==> src/rtl/s_mem_phase_sched_if.sv <==
// Phase-engine / s_memory bus bundle for the RC4 phase scheduler.
// master = scheduler side, slave = phase engines plus memory.
interface s_mem_phase_sched_if #(
    parameter int ADDR_W = 8,
    parameter int DATA_W = 8
);
    logic [2:0]          ph_start;
    logic [2:0]          ph_done;
    logic [2:0]          ph_req;
    logic [2:0]          ph_wren;
    logic [3*ADDR_W-1:0] ph_addr;
    logic [3*DATA_W-1:0] ph_wdata;
    logic [2:0]          ph_gnt;
    logic [2:0]          ph_rvalid;
    logic [ADDR_W-1:0]   mem_addr;
    logic [DATA_W-1:0]   mem_data;
    logic                mem_wren;

    modport master (
        input  ph_done, ph_req, ph_wren, ph_addr, ph_wdata,
        output ph_start, ph_gnt, ph_rvalid,
        output mem_addr, mem_data, mem_wren
    );

    modport slave (
        output ph_done, ph_req, ph_wren, ph_addr, ph_wdata,
        input  ph_start, ph_gnt, ph_rvalid,
        input  mem_addr, mem_data, mem_wren
    );
endinterface

==> src/rtl/s_mem_phase_sched.sv <==
// RC4 phase sequencer: runs INIT, KSA, PRGA in turn and hands the single
// s_memory port to whichever phase is active, tracking its read returns.
module s_mem_phase_sched #(
    parameter int ADDR_W  = 8,
    parameter int DATA_W  = 8,
    parameter int RD_LAT  = 1,
    parameter int TIMEOUT = 4096
) (
    input  logic                 clk,
    input  logic                 reset_n,
    input  logic                 start,
    input  logic                 abort,
    s_mem_phase_sched_if.master  bus,
    output logic [1:0]           phase,
    output logic                 busy,
    output logic                 done,
    output logic                 err
);
    typedef enum logic [2:0] {
        S_IDLE, S_RUN0, S_RUN1, S_RUN2, S_DONE, S_ERR
    } state_t;

    localparam bit          WD_EN    = (TIMEOUT != 0);
    localparam logic [15:0] TMO_LAST = 16'(TIMEOUT - 1);
    localparam int          PIDW     = 2 * RD_LAT;

    state_t            state_q, state_d;
    logic [15:0]       timer_q;
    logic [2:0]        run;
    logic [2:0]        enter;
    logic [2:0]        gnt;
    logic [1:0]        gnt_id;
    logic              tmo;
    logic              rd_push;
    logic [RD_LAT-1:0] pv_q;
    logic [PIDW-1:0]   pid_q;
    logic [1:0]        pid_last;

    always_comb begin
        run   = {state_q == S_RUN2, state_q == S_RUN1, state_q == S_RUN0};
        tmo   = WD_EN && (|run) && (timer_q == TMO_LAST);
        gnt   = run & bus.ph_req;
        enter = {state_d == S_RUN2 && state_q != S_RUN2,
                 state_d == S_RUN1 && state_q != S_RUN1,
                 state_d == S_RUN0 && state_q != S_RUN0};
    end

    // abort outranks everything, timeout outranks a same-cycle done
    always_comb begin
        state_d = state_q;
        if (abort) begin
            state_d = S_IDLE;
        end else begin
            case (state_q)
                S_RUN0: if (tmo) state_d = S_ERR;
                        else if (bus.ph_done[0]) state_d = S_RUN1;
                S_RUN1: if (tmo) state_d = S_ERR;
                        else if (bus.ph_done[1]) state_d = S_RUN2;
                S_RUN2: if (tmo) state_d = S_ERR;
                        else if (bus.ph_done[2]) state_d = S_DONE;
                default: if (start) state_d = S_RUN0;
            endcase
        end
    end

    always_comb begin
        bus.mem_addr = '0;
        bus.mem_data = '0;
        bus.mem_wren = 1'b0;
        gnt_id       = 2'd0;
        unique case (1'b1)
            gnt[0]: begin
                bus.mem_addr = bus.ph_addr[0 +: ADDR_W];
                bus.mem_data = bus.ph_wdata[0 +: DATA_W];
                bus.mem_wren = bus.ph_wren[0];
                gnt_id       = 2'd0;
            end
            gnt[1]: begin
                bus.mem_addr = bus.ph_addr[ADDR_W +: ADDR_W];
                bus.mem_data = bus.ph_wdata[DATA_W +: DATA_W];
                bus.mem_wren = bus.ph_wren[1];
                gnt_id       = 2'd1;
            end
            gnt[2]: begin
                bus.mem_addr = bus.ph_addr[2*ADDR_W +: ADDR_W];
                bus.mem_data = bus.ph_wdata[2*DATA_W +: DATA_W];
                bus.mem_wren = bus.ph_wren[2];
                gnt_id       = 2'd2;
            end
            default: ;
        endcase
    end

    assign bus.ph_gnt = gnt;
    assign rd_push    = (|(gnt & ~bus.ph_wren)) & ~abort;
    assign pid_last   = pid_q[PIDW-1 -: 2];
    assign bus.ph_rvalid = pv_q[RD_LAT-1] ? (3'b001 << pid_last) : 3'b000;

    always_ff @(posedge clk or negedge reset_n) begin
        if (!reset_n) begin
            state_q      <= S_IDLE;
            timer_q      <= '0;
            bus.ph_start <= '0;
            phase        <= 2'd3;
            busy         <= 1'b0;
            done         <= 1'b0;
            err          <= 1'b0;
        end else begin
            state_q      <= state_d;
            bus.ph_start <= enter;
            busy         <= state_d inside {S_RUN0, S_RUN1, S_RUN2};
            done         <= state_d == S_DONE;
            err          <= state_d == S_ERR;
            case (state_d)
                S_RUN0:  phase <= 2'd0;
                S_RUN1:  phase <= 2'd1;
                S_RUN2:  phase <= 2'd2;
                default: phase <= 2'd3;
            endcase
            if (state_d != state_q)
                timer_q <= '0;
            else if ((|run) && timer_q != 16'hFFFF)
                timer_q <= timer_q + 16'd1;
        end
    end

    // read-return pipe keeps its phase tag so late returns still land
    always_ff @(posedge clk or negedge reset_n) begin
        if (!reset_n) begin
            pv_q  <= '0;
            pid_q <= '0;
        end else if (abort) begin
            pv_q  <= '0;
            pid_q <= '0;
        end else begin
            pv_q  <= (pv_q << 1) | RD_LAT'(rd_push);
            pid_q <= (pid_q << 2) | PIDW'(gnt_id);
        end
    end
endmodule

==> src/flat_wrapper.sv <==
// flat-port wrapper written by rule: the top's interface ports become plain ports
module s_mem_phase_sched_flat 
#(
    parameter int ADDR_W  = 8,
    parameter int DATA_W  = 8,
    parameter int RD_LAT  = 1,
    parameter int TIMEOUT = 4096
)
  (clk, reset_n, start, abort, phase, busy, done, err, bus_ph_done, bus_ph_req, bus_ph_wren, bus_ph_addr, bus_ph_wdata, bus_ph_start, bus_ph_gnt, bus_ph_rvalid, bus_mem_addr, bus_mem_data, bus_mem_wren);
  s_mem_phase_sched_if #(.ADDR_W(ADDR_W), .DATA_W(DATA_W)) bus_i ();
  input  logic clk;
  input  logic reset_n;
  input  logic start;
  input  logic abort;
  output logic [1:0] phase;
  output logic busy;
  output logic done;
  output logic err;
  input wire logic [$bits(bus_i.ph_done)-1:0] bus_ph_done;
  input wire logic [$bits(bus_i.ph_req)-1:0] bus_ph_req;
  input wire logic [$bits(bus_i.ph_wren)-1:0] bus_ph_wren;
  input wire logic [$bits(bus_i.ph_addr)-1:0] bus_ph_addr;
  input wire logic [$bits(bus_i.ph_wdata)-1:0] bus_ph_wdata;
  output wire logic [$bits(bus_i.ph_start)-1:0] bus_ph_start;
  output wire logic [$bits(bus_i.ph_gnt)-1:0] bus_ph_gnt;
  output wire logic [$bits(bus_i.ph_rvalid)-1:0] bus_ph_rvalid;
  output wire logic [$bits(bus_i.mem_addr)-1:0] bus_mem_addr;
  output wire logic [$bits(bus_i.mem_data)-1:0] bus_mem_data;
  output wire logic [$bits(bus_i.mem_wren)-1:0] bus_mem_wren;
  assign bus_i.ph_done = bus_ph_done;
  assign bus_i.ph_req = bus_ph_req;
  assign bus_i.ph_wren = bus_ph_wren;
  assign bus_i.ph_addr = bus_ph_addr;
  assign bus_i.ph_wdata = bus_ph_wdata;
  assign bus_ph_start = bus_i.ph_start;
  assign bus_ph_gnt = bus_i.ph_gnt;
  assign bus_ph_rvalid = bus_i.ph_rvalid;
  assign bus_mem_addr = bus_i.mem_addr;
  assign bus_mem_data = bus_i.mem_data;
  assign bus_mem_wren = bus_i.mem_wren;
  s_mem_phase_sched #(.ADDR_W(ADDR_W), .DATA_W(DATA_W), .RD_LAT(RD_LAT), .TIMEOUT(TIMEOUT)) u_core (.clk(clk), .reset_n(reset_n), .start(start), .abort(abort), .bus(bus_i), .phase(phase), .busy(busy), .done(done), .err(err));
endmodule
==> config.mk <==
export PLATFORM = sky130hd
export DESIGN_NAME = s_mem_phase_sched_flat
export DESIGN_NICKNAME = d
export VERILOG_FILES = /design/src/rtl/s_mem_phase_sched_if.sv /design/src/rtl/s_mem_phase_sched.sv /design/src/flat_wrapper.sv
export SDC_FILE = /design/constraint.sdc
export NUM_CORES = 1
export LEC_CHECK = 0
export CORE_UTILIZATION = 43
export CTS_BUF_LIST = sky130_fd_sc_hd__clkbuf_8
export CTS_CLUSTER_SIZE = 8
export DETAILED_ROUTE_END_ITERATION = 6
export GPL_ROUTABILITY_DRIVEN = 0
export GPL_TIMING_DRIVEN = 0
export MAX_ROUTING_LAYER = met4
export PLACE_DENSITY = 0.83
export SLEW_MARGIN = 20
export SYNTH_ARGS = -nofsm -noshare
export SYNTH_HDL_FRONTEND = slang
export SYNTH_SLANG_ARGS = --single-unit
==> constraint.sdc <==
create_clock -name clk -period 2.6 [get_ports clk]
set_clock_uncertainty 0.05 [all_clocks]
set_input_delay 0.52 -clock clk [delete_from_list [all_inputs] [get_ports clk]]
set_output_delay 0.52 -clock clk [all_outputs]
set_load 0.005 [all_outputs]
==> summary.md <==
| Metric | Value |
|---|---|
| TritonCTS buffer count | `5` |
| Multi-input logic area | `0.00123 sq mm` |
| Vias in the first global route | `2256` |
| Endpoint class of the critical path | `primary output` |
| Post-layout power | `0.00128 W` |
| Failing checks | `design-rule violations` |
| CP delay by family, top | `buffers and inverters` |
| Routed wire per std cell | `16.4 um` |
| Placement Rows | `24` |
| Post-route setup slack | `91.6 ps` |
| H-Tree Depth | `2` |
| Switching power | `0.000340 W` |
| VDD IR max | `0.000182 V` |
| Switching Share | `0.266` |
| Sequential share of power | `0.394` |
| WP buf/inv | `3` |
| Clk Latency, worst-skew pair | `290 ps` |
| Cells after synthesis | `226` |
| Congestion Overflow GR | `0` |
| Number of synthesis warnings | `0` |
| Syn_area_per_cell | `8.95 sq um` |
| Initial Utilization | `0.455` |
| Synth Flop Type | `dfrtp_1` |
| Drt first-iter violations | `347` |
| Largest net degree at the start of global routing | `31` |
| Worst endpoint required time | `2030 ps` |
| Die Area | `0.00498 sq mm` |
| Via density | `5.82` |
| Core area | `0.00444 sq mm` |
| Gr usage total | `0.262` |
| TNS Setup | `0 ps` |
| Synth Register Bits | `30` |
| Clock sink count | `30` |
| Critical path class | `flip-flop to primary output` |
| DP Wirelength | `4160 um` |
| Max Root-Sink Buffers | `2` |
| Final Hold Viols | `0` |
| Final #Nets | `393` |
| Max incr delay on CP | `520 ps` |
| Slew Viols, Final | `0` |
| Area growth from synthesis to layout | `62.6%` |
| Fin crit share | `0.965` |
| Post-route ant nets | `0` |
| Commonest non-fill, non-tap cells in the layout | `clkdlybuf4s50_1, nand2_1, dfrtp_1` |
| Placed Cells | `369` |
| Register Area | `754 sq um` |
| Syn nets | `288` |
| Max-Cap Viols | `0` |
| CTS root buf | `clkbuf_8` |
| Startpoint types | `flip-flop` |
| EDFF count, synth | `0` |
| Slew @ Worst Pin | `657 ps` |
| Int Power | `0.000937 W` |
| Fillers | `316` |
| Clk pwr share | `0.353` |
| Non-Filler Instances | `384` |
| Initial antenna violation count | `0` |
| Vias | `2236` |
| Residual DRC | `4` |
| Crit path DAT | `1940 ps` |
| Antenna diode count | `0` |
| Drt pass-1 iters | `6` |
| I/O pin cnt | `92` |
| # setup viols final | `0` |
| Post-Syn Area | `0.00202 sq mm` |
| Die X | `70.6 um` |
| Final wirelength | `6300 um` |
| CTS tree | `built` |
| Combinational fraction of design power | `0.253` |
| CTS clock-pin slew for the worst setup and hold paths | `70 ps` |
| Worst path slowest cell | `clkdlybuf4s50_1` |
| Slew HR | `0.562` |
| Tmin final | `2510 ps` |
| Ys async rst share | `1.00` |
| Cell variety after synth | `46` |
| First-pass GRT wire length | `10000 um` |
| Crit-path cells | `clkbuf_8 -> nor2b_4 -> and3_4 -> buf_6 -> clkdlybuf4s50_1` |
| Leak | `1.62 nW` |
| Pre-CTS WS | `-655 ps` |
| Max Fclk | `399 MHz` |
| Share of cells above drive strength 1 | `0.175` |
| RSZ-0062 raised after global routing | `false` |
| Power Dens Cells | `388 mW/mm^2` |
| Crit-path max FO | `10` |
| Worst min-delay path class | `input pin to async pin` |
| Input/output buffers | `91` |
| Die Ht | `70.6 um` |
| Post-synthesis sequential area ratio | `0.373` |
| Most common cell after layout, fill and taps aside | `clkdlybuf4s50_1` |
| Outcome | `finished, violations left` |
## cell usage after synthesis, types with 3 or more instances
library cell	count	area, sq um
xor2_1	14	123
o21ai_0	7	35.0
o2111ai_1	3	26.3
a21oi_1	5	25.0
nor3_2	10	100
nand3_1	7	35.0
clkbuf_1	6	22.5
nand2b_1	5	31.3
nand4_1	4	25.0
nor2_1	6	22.5
a22oi_1	18	135
nand2_1	41	154
o211ai_1	6	45.0
inv_1	4	15.0
nor3_1	8	40.0
and2_1	7	43.8
dfrtp_1	28	701
and3_1	7	43.8
## through the flow
step / hold WS (ps) / util / area (sq um)
floorplan: 174 / - / 2020
global placement: 523 / 0.675 / 3000
detailed placement: 531 / 0.673 / 2990
CTS: 226 / 0.726 / 3220
global route: 268 / 0.740 / 3290
finish: 205 / 0.740 / 3290
## registers in the layout, indices dropped and copies added, names as in the netlist, 2 cells and up
register,flops
u_core.phase,2
u_core.state_q,3
u_core.bus.ph_start,3
u_core.pid_last,2
u_core.timer_q,16
## cells by family after synthesis
group           count (synthesis)  synth area share
buf+inv                        16            0.0427
flops                          30             0.373
compound gates                 51             0.196
xor+xnor                       14            0.0606
fa+ha+maj                       1           0.00619
mux                             1           0.00495
simple gates                  113             0.317
## power by group through the flow
| stage | Clock (W) | Combinational (W) | Sequential (W) |
|---|---|---|---|
| floorplan | 0 | 0.000137 | 0.000508 |
| global placement | 0 | 0.000304 | 0.000507 |
| detailed placement | 0 | 0.000309 | 0.000508 |
| CTS | 0.000452 | 0.000319 | 0.000502 |
| global route | 0.000471 | 0.000352 | 0.000504 |
| finish | 0.000451 | 0.000323 | 0.000503 |
## worst paths after layout
path | start | end | slack, ps | depth (start not counted)
min in group clk | u_core.timer_q[10] | u_core.timer_q[10] | 540 | 2
worst max-delay path | u_core.state_q[0] | bus_ph_gnt[0] | 90 | 5
worst max register to register | u_core.timer_q[0] | u_core.timer_q[7] | 150 | 7
worst min register to register | u_core.timer_q[10] | u_core.timer_q[10] | 540 | 2
worst min-delay path | reset_n | u_core.timer_q[10] | 200 | 1
max in group asynchronous | reset_n | u_core.state_q[2] | 1810 | 1
## per-layer routing
layer / share of wire / vias to the layer above / track usage / wire length [um]
li1: - / 1036 / - / -
met2: 0.51 / 141 / 0.448 / 3240
met5: 0 / - / - / 0
met3: 0.074 / 21 / 0.0627 / 465
met4: 0.030 / 0 / 0.107 / 191
met1: 0.38 / 1038 / 0.296 / 2400
## timing repair
action / 4_1_cts / 5_1_grt
pin swaps: 2 / 2
endpoints found under the setup margin: 20 / 19
setup buffers: 6 / 3
hold buffers: 0 / 0
cloned: 1 / 0
resized for setup: 38 / 13
## layout make-up
| type | instances | share of cell area |
|---|---|---|
| Multi-Input combinational cell | 180 | 0.376 |
| Timing Repair Buffer | 101 | 0.303 |
| Sequential cell | 30 | 0.230 |
| Buffer | 9 | 0.0343 |
| Clock buffer | 8 | 0.0335 |
| Tap cell | 52 | 0.0198 |
| Inverter | 4 | 0.00457 |
Power figures use the tool's default switching activity.
